File: src/rtl/wb_arbiter_if.sv
// Writeback arbiter bus: ALU and load offers, halt handshake,
// and the registered register-file write port.
interface wb_arbiter_if #(
    parameter int XLEN = 32
);
    logic            alu_valid;
    logic [4:0]      alu_rd;
    logic [XLEN-1:0] alu_data;
    logic            alu_ready;

    logic            ld_valid;
    logic [4:0]      ld_rd;
    logic [XLEN-1:0] ld_data;
    logic [2:0]      ld_funct3;
    logic [1:0]      ld_addr_lo;
    logic            ld_ready;

    logic            halt_req;
    logic            halt_done;

    logic [4:0]      rd_num;
    logic [XLEN-1:0] rd_data;
    logic            rd_we;

    modport master (
        output alu_valid,
        output alu_rd,
        output alu_data,
        input  alu_ready,
        output ld_valid,
        output ld_rd,
        output ld_data,
        output ld_funct3,
        output ld_addr_lo,
        input  ld_ready,
        output halt_req,
        input  halt_done,
        input  rd_num,
        input  rd_data,
        input  rd_we
    );

    modport slave (
        input  alu_valid,
        input  alu_rd,
        input  alu_data,
        output alu_ready,
        input  ld_valid,
        input  ld_rd,
        input  ld_data,
        input  ld_funct3,
        input  ld_addr_lo,
        output ld_ready,
        input  halt_req,
        output halt_done,
        output rd_num,
        output rd_data,
        output rd_we
    );
endinterface

File: src/rtl/wb_arbiter.sv
// Writeback arbiter: merges ALU results and buffered loads into one
// registered regfile write. Define WB_LOAD_EXT_EN to format loads here.
module wb_arbiter #(
    parameter int XLEN     = 32,
    parameter int LD_DEPTH = 2
) (
    input  logic       clk,
    input  logic       rst,
    wb_arbiter_if.slave bus
);
    localparam int PW = (LD_DEPTH > 1) ? $clog2(LD_DEPTH) : 1;
    localparam int CW = $clog2(LD_DEPTH + 1);
    localparam logic [CW-1:0] DEPTH_C = CW'(LD_DEPTH);
    localparam logic [PW-1:0] LAST_C  = PW'(LD_DEPTH - 1);

    typedef struct packed {
        logic [4:0]      rd;
        logic [XLEN-1:0] data;
`ifdef WB_LOAD_EXT_EN
        logic [2:0]      funct3;
        logic [1:0]      addr_lo;
`endif
    } ld_ent_t;

    typedef enum logic {
        S_RUN,
        S_DONE
    } halt_state_t;

    ld_ent_t         fifo_mem [LD_DEPTH];
    logic [PW-1:0]   wr_ptr;
    logic [PW-1:0]   rd_ptr;
    logic [CW-1:0]   count;

    halt_state_t     state;
    halt_state_t     state_next;
    logic            halt_done_int;
    logic            halt_ok;

    logic            ld_ready_int;
    logic            alu_ready_int;
    logic            ld_acc;
    logic            alu_acc;
    logic            fifo_empty;

    logic            pick_head;
    logic            pick_byp;
    logic            pick_alu;
    logic            enq;
    logic            deq;

    ld_ent_t         ld_in;
    ld_ent_t         head;
    logic            sel_valid;
    logic [4:0]      sel_rd;
    logic [XLEN-1:0] sel_data;

    logic            rd_we_q;
    logic [4:0]      rd_num_q;
    logic [XLEN-1:0] rd_data_q;

    function automatic logic [PW-1:0] ptr_inc(
        input logic [PW-1:0] p
    );
        return (p == LAST_C) ? '0 : p + 1'b1;
    endfunction

`ifdef WB_LOAD_EXT_EN
    // Lane pick plus sign/zero extension, applied when a load is chosen.
    function automatic logic [XLEN-1:0] load_fmt(
        input ld_ent_t e
    );
        logic [7:0]      b;
        logic [15:0]     h;
        logic [XLEN-1:0] r;
        unique case (e.addr_lo)
            2'd0: b = e.data[7:0];
            2'd1: b = e.data[15:8];
            2'd2: b = e.data[23:16];
            2'd3: b = e.data[31:24];
        endcase
        h = e.addr_lo[1] ? e.data[31:16] : e.data[15:0];
        case (e.funct3)
            3'b000:  r = {{(XLEN-8){b[7]}}, b};
            3'b001:  r = {{(XLEN-16){h[15]}}, h};
            3'b100:  r = {{(XLEN-8){1'b0}}, b};
            3'b101:  r = {{(XLEN-16){1'b0}}, h};
            default: r = e.data;
        endcase
        return r;
    endfunction
`else
    function automatic logic [XLEN-1:0] load_fmt(
        input ld_ent_t e
    );
        return e.data;
    endfunction

    logic unused_ld_fmt;
    assign unused_ld_fmt = ^{bus.ld_funct3, bus.ld_addr_lo};
`endif

    always_comb begin
        ld_in      = '0;
        ld_in.rd   = bus.ld_rd;
        ld_in.data = bus.ld_data;
`ifdef WB_LOAD_EXT_EN
        ld_in.funct3  = bus.ld_funct3;
        ld_in.addr_lo = bus.ld_addr_lo;
`endif
    end

    assign fifo_empty = (count == '0);
    assign head       = fifo_mem[rd_ptr];

    assign ld_ready_int  = !rst && !halt_done_int
                         && (count < DEPTH_C);
    assign alu_ready_int = !rst && !halt_done_int
                         && fifo_empty && !bus.ld_valid;

    assign ld_acc  = bus.ld_valid && ld_ready_int;
    assign alu_acc = bus.alu_valid && alu_ready_int;

    // Mutually exclusive: alu_acc already implies empty FIFO and no load.
    assign pick_head = !fifo_empty;
    assign pick_byp  = fifo_empty && ld_acc;
    assign pick_alu  = alu_acc;

    assign deq = pick_head;
    assign enq = ld_acc && !fifo_empty;

    always_comb begin
        sel_valid = 1'b0;
        sel_rd    = '0;
        sel_data  = '0;
        unique case (1'b1)
            pick_head: begin
                sel_valid = 1'b1;
                sel_rd    = head.rd;
                sel_data  = load_fmt(head);
            end
            pick_byp: begin
                sel_valid = 1'b1;
                sel_rd    = ld_in.rd;
                sel_data  = load_fmt(ld_in);
            end
            pick_alu: begin
                sel_valid = 1'b1;
                sel_rd    = bus.alu_rd;
                sel_data  = bus.alu_data;
            end
            default: begin
                sel_valid = 1'b0;
            end
        endcase
    end

    always_ff @(posedge clk) begin
        if (rst) begin
            wr_ptr <= '0;
            rd_ptr <= '0;
            count  <= '0;
        end else begin
            if (enq) wr_ptr <= ptr_inc(wr_ptr);
            if (deq) rd_ptr <= ptr_inc(rd_ptr);
            count <= count + CW'(enq) - CW'(deq);
        end
    end

    always_ff @(posedge clk) begin
        if (enq) fifo_mem[wr_ptr] <= ld_in;
    end

    // x0 writes are consumed and shown on the port, but never enabled.
    always_ff @(posedge clk) begin
        if (rst) begin
            rd_we_q   <= 1'b0;
            rd_num_q  <= '0;
            rd_data_q <= '0;
        end else begin
            rd_we_q <= sel_valid && (sel_rd != 5'd0);
            if (sel_valid) begin
                rd_num_q  <= sel_rd;
                rd_data_q <= sel_data;
            end
        end
    end

    assign halt_ok = bus.halt_req && fifo_empty
                   && !bus.ld_valid && !bus.alu_valid
                   && !rd_we_q;

    always_ff @(posedge clk) begin
        if (rst) state <= S_RUN;
        else     state <= state_next;
    end

    always_comb begin
        state_next = state;
        unique case (state)
            S_RUN:  if (halt_ok) state_next = S_DONE;
            S_DONE: state_next = S_DONE;
        endcase
    end

    always_comb begin
        halt_done_int = (state == S_DONE);
    end

    assign bus.ld_ready  = ld_ready_int;
    assign bus.alu_ready = alu_ready_int;
    assign bus.halt_done = halt_done_int;
    assign bus.rd_we     = rd_we_q;
    assign bus.rd_num    = rd_num_q;
    assign bus.rd_data   = rd_data_q;
endmodule
File: src/flat_wrapper.sv
// flat-port wrapper written by rule: the top's interface ports become plain ports
module wb_arbiter_flat 
#(
    parameter int XLEN     = 32,
    parameter int LD_DEPTH = 2
)
  (clk, rst, bus_alu_valid, bus_alu_rd, bus_alu_data, bus_alu_ready, bus_ld_valid, bus_ld_rd, bus_ld_data, bus_ld_funct3, bus_ld_addr_lo, bus_ld_ready, bus_halt_req, bus_halt_done, bus_rd_num, bus_rd_data, bus_rd_we);
  wb_arbiter_if #(.XLEN(XLEN)) bus_i ();
  input  logic clk;
  input  logic rst;
  input wire logic [$bits(bus_i.alu_valid)-1:0] bus_alu_valid;
  input wire logic [$bits(bus_i.alu_rd)-1:0] bus_alu_rd;
  input wire logic [$bits(bus_i.alu_data)-1:0] bus_alu_data;
  output wire logic [$bits(bus_i.alu_ready)-1:0] bus_alu_ready;
  input wire logic [$bits(bus_i.ld_valid)-1:0] bus_ld_valid;
  input wire logic [$bits(bus_i.ld_rd)-1:0] bus_ld_rd;
  input wire logic [$bits(bus_i.ld_data)-1:0] bus_ld_data;
  input wire logic [$bits(bus_i.ld_funct3)-1:0] bus_ld_funct3;
  input wire logic [$bits(bus_i.ld_addr_lo)-1:0] bus_ld_addr_lo;
  output wire logic [$bits(bus_i.ld_ready)-1:0] bus_ld_ready;
  input wire logic [$bits(bus_i.halt_req)-1:0] bus_halt_req;
  output wire logic [$bits(bus_i.halt_done)-1:0] bus_halt_done;
  output wire logic [$bits(bus_i.rd_num)-1:0] bus_rd_num;
  output wire logic [$bits(bus_i.rd_data)-1:0] bus_rd_data;
  output wire logic [$bits(bus_i.rd_we)-1:0] bus_rd_we;
  assign bus_i.alu_valid = bus_alu_valid;
  assign bus_i.alu_rd = bus_alu_rd;
  assign bus_i.alu_data = bus_alu_data;
  assign bus_alu_ready = bus_i.alu_ready;
  assign bus_i.ld_valid = bus_ld_valid;
  assign bus_i.ld_rd = bus_ld_rd;
  assign bus_i.ld_data = bus_ld_data;
  assign bus_i.ld_funct3 = bus_ld_funct3;
  assign bus_i.ld_addr_lo = bus_ld_addr_lo;
  assign bus_ld_ready = bus_i.ld_ready;
  assign bus_i.halt_req = bus_halt_req;
  assign bus_halt_done = bus_i.halt_done;
  assign bus_rd_num = bus_i.rd_num;
  assign bus_rd_data = bus_i.rd_data;
  assign bus_rd_we = bus_i.rd_we;
  wb_arbiter #(.XLEN(XLEN), .LD_DEPTH(LD_DEPTH)) u_core (.clk(clk), .rst(rst), .bus(bus_i));
endmodule
File: config.mk
export PLATFORM = sky130hd
export DESIGN_NAME = wb_arbiter_flat
export DESIGN_NICKNAME = d
export VERILOG_FILES = /design/src/rtl/wb_arbiter_if.sv /design/src/rtl/wb_arbiter.sv /design/src/flat_wrapper.sv
export SDC_FILE = /design/constraint.sdc
export NUM_CORES = 1
export LEC_CHECK = 0
export BUFFER_PORTS_ARGS = -buffer_cell sky130_fd_sc_hd__buf_4
export CAP_MARGIN = 5
export CELL_PAD_IN_SITES_DETAIL_PLACEMENT = 0
export CELL_PAD_IN_SITES_GLOBAL_PLACEMENT = 1
export CORE_MARGIN = 2
export CORE_UTILIZATION = 30
export CTS_BUF_LIST = sky130_fd_sc_hd__clkbuf_4 sky130_fd_sc_hd__clkbuf_8
export DETAILED_ROUTE_END_ITERATION = 8
export PLACE_DENSITY_LB_ADDON = 0.1
export SETUP_SLACK_MARGIN = 0.02
export SYNTH_ARGS = -nofsm -noshare
export SYNTH_HDL_FRONTEND = slang
export SYNTH_SLANG_ARGS = --single-unit
File: constraint.sdc
create_clock -name clk -period 8 [get_ports clk]
set_input_delay 1.6 -clock clk [delete_from_list [all_inputs] [get_ports clk]]
set_output_delay 1.6 -clock clk [all_outputs]
set_load 0.03 [all_outputs]
==> results of run 1 <==
## final cells by class
type	instances	share of cell area [%]
Sequential cell	118	51.93
Multi-Input combinational cell	178	21.75
Timing Repair Buffer	123	15.45
Clock buffer	28	5.818
Tap cell	184	3.851
Clock inverter	4	1.151
Inverter	1	0.06279
## sequential cells by signal, indices dropped and copies added, names as in the netlist, named ones only
| signal | cells |
|---|---|
| u_core.wr_ptr | 1 |
| u_core.bus.halt_done | 1 |
| u_core.rd_ptr | 1 |
| u_core.bus.rd_data | 32 |
| u_core.fifo_mem | 74 |
| u_core.bus.rd_we | 1 |
| u_core.count | 2 |
| u_core.bus.rd_num | 5 |
## per-layer routing
layer	vias to the layer above	GRT usage, %	share of wire [%]
li1	1505	-	-
met1	1567	18.57	46
met2	108	22.37	46
met3	9	4.977	6.5
met4	0	4.460	1.1
met5	-	0	0
## worst min path at each step
stage / start / end / depth (start not counted)
after floorplan: u_core.count[1] / u_core.count[1] / 2
after global placement: u_core.bus.rd_num[1] / u_core.bus.rd_num[1] / 2
after detailed placement: u_core.bus.rd_num[0] / u_core.bus.rd_num[0] / 2
after CTS: u_core.bus.rd_num[0] / u_core.bus.rd_num[0] / 2
after global routing: u_core.bus.rd_num[0] / u_core.bus.rd_num[0] / 2
final: u_core.bus.rd_num[1] / u_core.bus.rd_num[1] / 2
## cells in the final DEF, fill, tap and decap left out, drive strengths merged, types with 2 or more instances in the layout
cell / count
clkinv: 2
a222oi: 36
nor3: 2
or2: 2
bufinv: 2
nand3: 2
dfxtp: 44
mux2: 36
nor2: 12
edfxtp: 74
nand2: 38
xnor2: 2
buf: 123
a21oi: 39
and3: 2
clkbuf: 28
## through the flow
step	setup WS (ns)	power (mW)	util [%]	hold slack, ns	area (µm²)
2_1_floorplan	3.541	0.7399	-	0.4795	4497
3_3_place_gp	3.775	0.8048	38.12	0.4484	5562
3_5_place_dp	3.784	0.8062	38.12	0.4507	5562
5_1_grt	3.706	1.405	40.98	0.4761	5978
6_report	3.791	1.352	40.98	0.4581	5978
4_1_cts	3.773	1.374	40.98	0.4626	5978
## power by group
group | leakage, nW | internal, mW | switching, mW | total [mW]
clock | 0.220 | 0.338 | 0.222 | 0.561
sequential | 1.03 | 0.658 | 0.00722 | 0.665
combinational | 0.951 | 0.0572 | 0.0690 | 0.126
## worst max-delay path, delay by kind of cell
family	cells	cell delay, ns
buf+inv	2	0.62
simple gates	2	0.38
## kinds of logic (layout without fill, tap and decap cells)
logic type | count (synthesis) | in the layout | synth area share [%]
AO/OA/AOI/OAI | 78 | 78 | 12.88
AND/OR/NAND/NOR | 61 | 61 | 5.760
flip-flops | 118 | 118 | 69.00
buffers and inverters | 26 | 156 | 2.727
multiplexers | 37 | 37 | 9.238
XOR/XNOR | 2 | 2 | 0.3896
==> impl_metrics.env, run 1 <==
export IMPL_n_antenna_cell=0
export IMPL_setup_viol=0
export IMPL_post_cts_resized=0
export IMPL_power_density_mw_per_mm2=226.2
export IMPL_async_reset_ff_share_pct=0
export IMPL_crit_fanout=46
export IMPL_die_area_mm2=0.01598
export IMPL_grt_max_degree=47
export IMPL_clkTransAtPathRegs_ns=0.06
export IMPL_htreeDepth=4
export IMPL_ctsHoldBuffers=0
export IMPL_overflow=0
export IMPL_grt_pass1_vias=3236
export IMPL_setup_tns_ns=0
export IMPL_vias=3189
export IMPL_cp_startpoint="rst"
export IMPL_start_util_pct=30.82
export IMPL_r2r_start="u_core.count[1]"
export IMPL_ir_worst_vdd_mv=0.1140
export IMPL_root_buffer="clkbuf_8"
export IMPL_drtIter0Drc=340
export IMPL_crit_type="in2out"
export IMPL_drt_wl_total_um=11230
export IMPL_max_freq_ghz=0.2376
export IMPL_wire_per_inst_um=17.66
export IMPL_fin_crit_sh_pct=52.61
export IMPL_grt_pass1_wl_um=17440
export IMPL_holdCritPathClass="reg2reg"
export IMPL_yosys_top_cells_count="edfxtp_1 (74), dfxtp_1 (44), a21oi_1 (39)"
export IMPL_core_mm2=0.01459
export IMPL_route_detailed_drc=0
export IMPL_cellLeakagePower_nw=2.196
export IMPL_netlist_area_mm2=0.004497
export IMPL_ant_nets=0
export IMPL_dp_hpwl_um=6607
export IMPL_clk_latency_ns=0.43
export IMPL_cp_arrival_ns=2.61
export IMPL_rsz0062_at_grt="false"
export IMPL_crit_chain="buf_4 -> nor2_1 -> and2_1 -> buf_4"
export IMPL_synth_nets=406
export IMPL_ys_ff_latch=118
export IMPL_synth_most_common_cell="edfxtp_1"
export IMPL_start_kind="primary input"
export IMPL_synthTopCellsByArea="edfxtp_1 (49%), dfxtp_1 (20%), mux2_2 (9.0%)"
export IMPL_seq_area_frac_synth_pct=69.00
export IMPL_antenna_found_initial=0
export IMPL_status="complete, no violations"
export IMPL_synth_cells=322
export IMPL_worstSetupEndpointType="primary output"
export IMPL_layout_drive_gt1_share_pct=44.03
export IMPL_synth_top_area_share_pct=49.42
export IMPL_vias_per_cell=5.014
export IMPL_dp_cells=604
export IMPL_post_cts_setup_buffers=0
export IMPL_crit_top_cell="buf_4"
export IMPL_reg2reg_depth=5
export IMPL_relSlewSlack_pct=33.02
export IMPL_dieWidth_um=126.4
export IMPL_cts_tree="built"
export IMPL_synthFlopType="edfxtp_1"
export IMPL_cp_slowest_cell="buf_4"
export IMPL_clock_skew_ns=0.01069
export IMPL_nets=523
export IMPL_cts_buffer_depth=2
export IMPL_num_rows=44
export IMPL_ios=125
export IMPL_synth_cell_types=27
export IMPL_synth_edff_count=74
export IMPL_hold_violations=0
export IMPL_firstDrtPassIters=8
export IMPL_finish_cell_count_without_fillers=636
export IMPL_worstMarginPinSlew_ns=1.005
export IMPL_r2r_slack_ns=5.65
export IMPL_drv_slew=0
export IMPL_period_minus_slack_ns=4.209
export IMPL_cp_endpoint="bus_alu_ready"
export IMPL_io_buffers=119
export IMPL_cp_required_ns=6.40
export IMPL_multi_input_comb_area_mm2=0.001300
export IMPL_crit_path_max_incr_delay_ns=0.46
export IMPL_worst_r2r_endpoint="u_core.bus.rd_we"
export IMPL_maxCapViolCount=0
export IMPL_yosysWarnings=0
export IMPL_gr_usage_all_layers_pct=14.26
export IMPL_avgSynthCellArea_um2=13.97
export IMPL_cts_buffers=17
export IMPL_synth_area_leader_cell="edfxtp_1"
export IMPL_syn2layout_area_growth_pct=32.94
export IMPL_dieHeight_um=126.4
export IMPL_seq_area_mm2=0.003104
export IMPL_fillers=1400
export IMPL_cts_num_sinks=118
export IMPL_gp_congestion=0.6512
Note: power is estimated with default switching activity, not from simulation.
==> run 2: changes to the inputs <==
Clock period 8 ns to 3.7 ns, I/O delays scaled along.
==> run 2 against run 1 <==
- total power grew 110%
- setup slack lost 2.3 ns
- highest routed layer unchanged
- final area grew 0.19%
- clock skew shrank 0.0038 ns
- first-iteration DRC count grew 3.2%
- sequential share of layout area shrank 0.098 points
- critical path type unchanged
- non-clock buffer count grew 5
==> impl_metrics.env, run 2 (synthesis gave the netlist of run 1 again) <==
export IMPL_start_kind="primary input"
export IMPL_clock_skew_ns=0.006920
export IMPL_worstSetupEndpointType="primary output"
export IMPL_ir_worst_vdd_mv=0.2155
export IMPL_status="complete, no violations"
export IMPL_drtIter0Drc=351
export IMPL_root_buffer="clkbuf_8"
export IMPL_overflow=0
export IMPL_holdCritPathClass="reg2reg"
export IMPL_vias=3184
export IMPL_cellLeakagePower_nw=2.211
export IMPL_setup_viol=0
export IMPL_largest_reg_flops=74
export IMPL_clkTransAtPathRegs_ns=0.07
export IMPL_antenna_found_initial=0
export IMPL_final_area_mm2=0.005989
export IMPL_ctsHoldBuffers=0
export IMPL_worstMarginPinSlew_ns=0.9814
export IMPL_hp_start="u_core.bus.rd_num[4]"
export IMPL_clk_latency_ns=0.43
export IMPL_firstDrtPassIters=5
export IMPL_layout_commonest_cell="buf_4"
export IMPL_cts_tree="built"
export IMPL_grt_pass1_wl_um=17440
export IMPL_top_register="u_core.fifo_mem"
export IMPL_crit_type="in2out"
export IMPL_relSlewSlack_pct=34.57
export IMPL_final_cell_mix="buf_4 (128), edfxtp_1 (74), dfxtp_1 (43)"
export IMPL_crit_fanout=5
export IMPL_cp_arrival_ns=1.51
export IMPL_core_mm2=0.01459
export IMPL_vias_per_cell=4.967
export IMPL_num_rows=44
export IMPL_syn2layout_area_growth_pct=33.19
export IMPL_power_mw=2.827
export IMPL_power_density_mw_per_mm2=472.0
export IMPL_gr_usage_all_layers_pct=14.46
export IMPL_postPlaceCellArea_mm2=0.005599
export IMPL_dieHeight_um=126.4
export IMPL_start_util_pct=30.82
export IMPL_route_detailed_drc=0
export IMPL_gp_congestion=0.6974
export IMPL_min_path_cells=2
export IMPL_die_area_mm2=0.01598
export IMPL_reg2reg_depth=5
export IMPL_worst_r2r_endpoint="u_core.bus.rd_data[17]"
export IMPL_grt_max_degree=39
export IMPL_r2r_start="u_core.count[1]"
export IMPL_cts_buffer_depth=2
export IMPL_ios=125
export IMPL_n_antenna_cell=0
export IMPL_htreeDepth=4
export IMPL_hold_violations=0
export IMPL_post_cts_resized=0
export IMPL_grt_pass1_vias=3233
export IMPL_max_freq_ghz=0.4445
export IMPL_cts_buffers=17
export IMPL_dieWidth_um=126.4
export IMPL_nets=528
export IMPL_r2r_slack_ns=1.55
export IMPL_io_buffers=119
export IMPL_maxCapViolCount=0
export IMPL_fin_crit_sh_pct=60.80
export IMPL_ant_nets=0
export IMPL_wire_per_inst_um=17.75
export IMPL_cp_required_ns=2.96
export IMPL_holdPathEnd="u_core.bus.rd_num[4]"
export IMPL_period_minus_slack_ns=2.250
export IMPL_drv_slew=0
export IMPL_setup_tns_ns=0
export IMPL_dp_hpwl_um=7135
export IMPL_rsz0062_at_grt="false"
export IMPL_layout_drive_gt1_share_pct=44.64
export IMPL_drt_wl_total_um=11380
export IMPL_cts_num_sinks=118
export IMPL_post_cts_setup_buffers=0
export IMPL_whs_ns=0.4617
==> run 2: cell types whose count changed in the layout (fill, tap and decap cells not counted) <==
cell,before,now
buf_4,123,128
clkbuf_8,22,25
clkbuf_4,6,5
bufinv_16,2,0
==> run 2: area by class of cell <==
cell class              count  area (µm²)
well taps                 184       230.2
clock inverters             2       8.758
inverters                   1       3.754
repair buffers            128       960.9
multi-input cells         178        1300
clock buffers              30       381.6
flip-flops and latches    118        3104
fillers                  1363        8600
==> run 2: power by group <==
part	switching (mW)	leakage (nW)	internal, mW
sequential	0.0160	1.03	1.42
combinational	0.150	0.977	0.126
clock	0.469	0.208	0.642
==> run 2: critical path, cell delays in order <==
cell    delay, ns
buf_4        0.13
nor3_1       0.30
and2_1       0.19
buf_4        0.16
==> run 2: worst max-delay path by stage <==
stage / slack, ns / cells past startpoint / to / start
6_report: 1.45 / 4 / bus_alu_ready / bus_ld_valid
2_1_floorplan: 0.10 / 4 / u_core.fifo_mem[0][0] / rst
5_1_grt: 1.37 / 4 / bus_alu_ready / bus_ld_valid
4_1_cts: 1.47 / 4 / bus_alu_ready / bus_ld_valid
3_5_place_dp: 1.02 / 6 / u_core.bus.rd_we / bus_ld_valid
3_3_place_gp: 1.09 / 6 / u_core.bus.rd_we / bus_ld_valid
==> run 2: metrics by stage <==
| stage | worst slack [ns] | instances | util, % |
|---|---|---|---|
| floorplan | 0.1014 | 322 | - |
| global placement | 1.092 | 609 | 38.38 |
| detailed placement | 1.023 | 609 | 38.38 |
| CTS | 1.466 | 641 | 41.05 |
| global route | 1.369 | 641 | 41.05 |
| finish | 1.450 | 641 | 41.05 |
==> run 2: metal layers <==
metal / up-vias / share of wire (%) / track usage (%)
met2: 123 / 46 / 22.46
met1: 1536 / 46 / 18.58
met4: 0 / 1.3 / 5.818
li1: 1510 / - / -
met5: - / 0 / 0
met3: 15 / 6.9 / 4.935
==> run 3: changes to the inputs <==
Settings changed: ABC_AREA set to 1.
Clock period 3.7 ns to 2.35 ns, I/O delays scaled along.
==> run 3 against run 2 <==
- flip-flop and latch count unchanged
- combinational power up 110%
- wire length up 21%
- sequential share of layout area down 5.0 points
- synthesized cell count up 61%
- first-iteration DRC count down 35%
- critical path type is now reg2out
==> impl_metrics.env, run 3 <==
export IMPL_status="complete, no violations"
export IMPL_clock_skew_ns=0.008557
export IMPL_grt_use_met2_pct=25.38
export IMPL_htreeDepth=4
export IMPL_top_usage_layer="met2"
export IMPL_finish_cell_count_without_fillers=877
export IMPL_grt_use_met3_pct=3.893
export IMPL_cp_arrival_ns=1.58
export IMPL_nets=728
export IMPL_setup_viol=0
export IMPL_grtUsageMet1_pct=21.82
export IMPL_gr_usage_all_layers_pct=16.17
export IMPL_firstDrtPassIters=5
export IMPL_synth_edff_count=74
export IMPL_overflow=0
export IMPL_ios=125
export IMPL_n_antenna_cell=0
export IMPL_synth_area_leader_cell="edfxtp_1"
export IMPL_postPlaceCellArea_mm2=0.006231
export IMPL_wire_per_inst_um=15.69
export IMPL_maxCapViolCount=0
export IMPL_num_rows=47
export IMPL_cts_buffer_depth=2
export IMPL_cts_buffers=17
export IMPL_antenna_found_initial=0
export IMPL_relSlewSlack_pct=72.79
export IMPL_vias_per_cell=4.578
export IMPL_gp_congestion=0.7305
export IMPL_synth_cell_types=27
export IMPL_top_register="u_core.fifo_mem"
export IMPL_synth_nets=603
export IMPL_ant_nets=0
export IMPL_crit_type="reg2out"
export IMPL_ir_worst_vdd_mv=0.3251
export IMPL_hold_violations=0
export IMPL_die_area_mm2=0.01790
export IMPL_fillers=1706
export IMPL_core_mm2=0.01652
export IMPL_drt_wl_total_um=13760
export IMPL_route_detailed_drc=0
export IMPL_final_cell_mix="buf_4 (132), nand2_1 (104), edfxtp_1 (74)"
export IMPL_clk_latency_ns=0.43
export IMPL_yosys_top_cells_count="nand2_1 (104), edfxtp_1 (74), inv_1 (73)"
export IMPL_dieHeight_um=133.8
export IMPL_cellLeakagePower_nw=2.932
export IMPL_multi_input_comb_area_mm2=0.001511
export IMPL_grt_max_degree=64
export IMPL_syn2layout_area_growth_pct=31.25
export IMPL_largest_reg_flops=74
export IMPL_seq_area_mm2=0.003104
export IMPL_seq_area_frac_synth_pct=61.40
export IMPL_drv_slew=0
export IMPL_cp_required_ns=1.88
export IMPL_crit_chain="inv_2 -> nand2_4 -> nor3_1 -> buf_4"
export IMPL_worstSetupEndpointType="primary output"
export IMPL_layout_drive_gt1_share_pct=27.70
export IMPL_start_kind="flop"
export IMPL_rsz0062_at_grt="false"
export IMPL_max_freq_ghz=0.4875
export IMPL_cp_slowest_cell="dfxtp_1"
export IMPL_io_buffers=119
export IMPL_post_cts_setup_buffers=0
export IMPL_vias=4015
export IMPL_synthFlopType="edfxtp_1"
export IMPL_cts_num_sinks=118
export IMPL_cts_tree="built"
export IMPL_fin_crit_sh_pct=87.29
export IMPL_final_area_mm2=0.006633
export IMPL_netlist_area_mm2=0.005054
export IMPL_ctsHoldBuffers=0
export IMPL_clkTransAtPathRegs_ns=0.07
export IMPL_crit_fanout=23
export IMPL_period_minus_slack_ns=2.051
export IMPL_worstMarginPinSlew_ns=0.4081
export IMPL_grt_pass1_wl_um=21980
export IMPL_avgSynthCellArea_um2=9.737
export IMPL_async_reset_ff_share_pct=0
export IMPL_synth_cells=519
export IMPL_dp_cells=845
export IMPL_synth_top_area_share_pct=43.97
export IMPL_ys_ff_latch=118
export IMPL_setup_tns_ns=0
export IMPL_power_density_mw_per_mm2=714.7
export IMPL_layout_commonest_cell="buf_4"
export IMPL_crit_path_max_incr_delay_ns=0.51
export IMPL_grt_pass1_vias=4090
export IMPL_power_mw=4.741
export IMPL_dp_hpwl_um=8829
export IMPL_synthTopCellsByArea="edfxtp_1 (44%), dfxtp_1 (17%), nand2_1 (7.7%)"
export IMPL_yosysWarnings=0
export IMPL_dieWidth_um=133.8
export IMPL_start_util_pct=30.58
export IMPL_post_cts_resized=0
export IMPL_root_buffer="clkbuf_8"
export IMPL_holdCritPathClass="in2reg"
export IMPL_drtIter0Drc=227
export IMPL_synth_most_common_cell="nand2_1"
-- run 3: layout make-up --
| class | count | area share (%) |
|---|---|---|
| Inverter | 77 | 4.358 |
| Sequential cell | 118 | 46.80 |
| Timing Repair Buffer | 135 | 15.85 |
| Clock buffer | 21 | 4.075 |
| Multi-Input combinational cell | 295 | 22.79 |
| Tap cell | 220 | 4.150 |
| Clock inverter | 11 | 1.981 |
-- run 3: metal layers --
metal  wire length, µm  part of all wire [%]
met1              6420                    47
met2              6432                    47
met3               698                   5.1
met4               210                   1.5
met5                 0                     0
-- run 3: worst max-delay path, delay by kind of cell, from the launching register on --
kind	cells	cell delay, ns
AND/OR/NAND/NOR	2	0.34
flip-flops	1	0.51
buffers and inverters	2	0.29
-- run 3: power by group --
group          total (mW)  internal, mW  switching (mW)
sequential           2.28          2.25          0.0313
clock                1.88          1.10           0.788
combinational       0.574         0.241           0.334
-- run 3: worst paths after layout --
check | start | endpoint | slack, ns | cells after the start
worst max-delay path | u_core.count[1] | bus_alu_ready | 0.30 | 4
worst min-delay path | bus_ld_data[28] | u_core.fifo_mem[1][28] | 0.23 | 1
worst max register to register | u_core.bus.halt_done | u_core.fifo_mem[0][19] | 0.55 | 6
worst min register to register | u_core.rd_ptr | flop | 0.46 | 1
-- run 3: cell families after synthesis --
logic type      after synthesis  synth area share (%)
simple gates                180                 15.33
flops                       118                 61.40
compound gates              115                 14.14
buf+inv                     106                 9.136
-- run 3: through the flow --
stage                     hold WS, ns  setup WS [ns]  util [%]
final                          0.2260         0.2988     40.14
after global routing           0.2015         0.1709     40.14
after CTS                      0.1908         0.2355     40.14
after detailed placement       0.4530         0.3060     37.71
after global placement         0.4313         0.3368     37.71
after floorplan                0.4247        0.08439         -
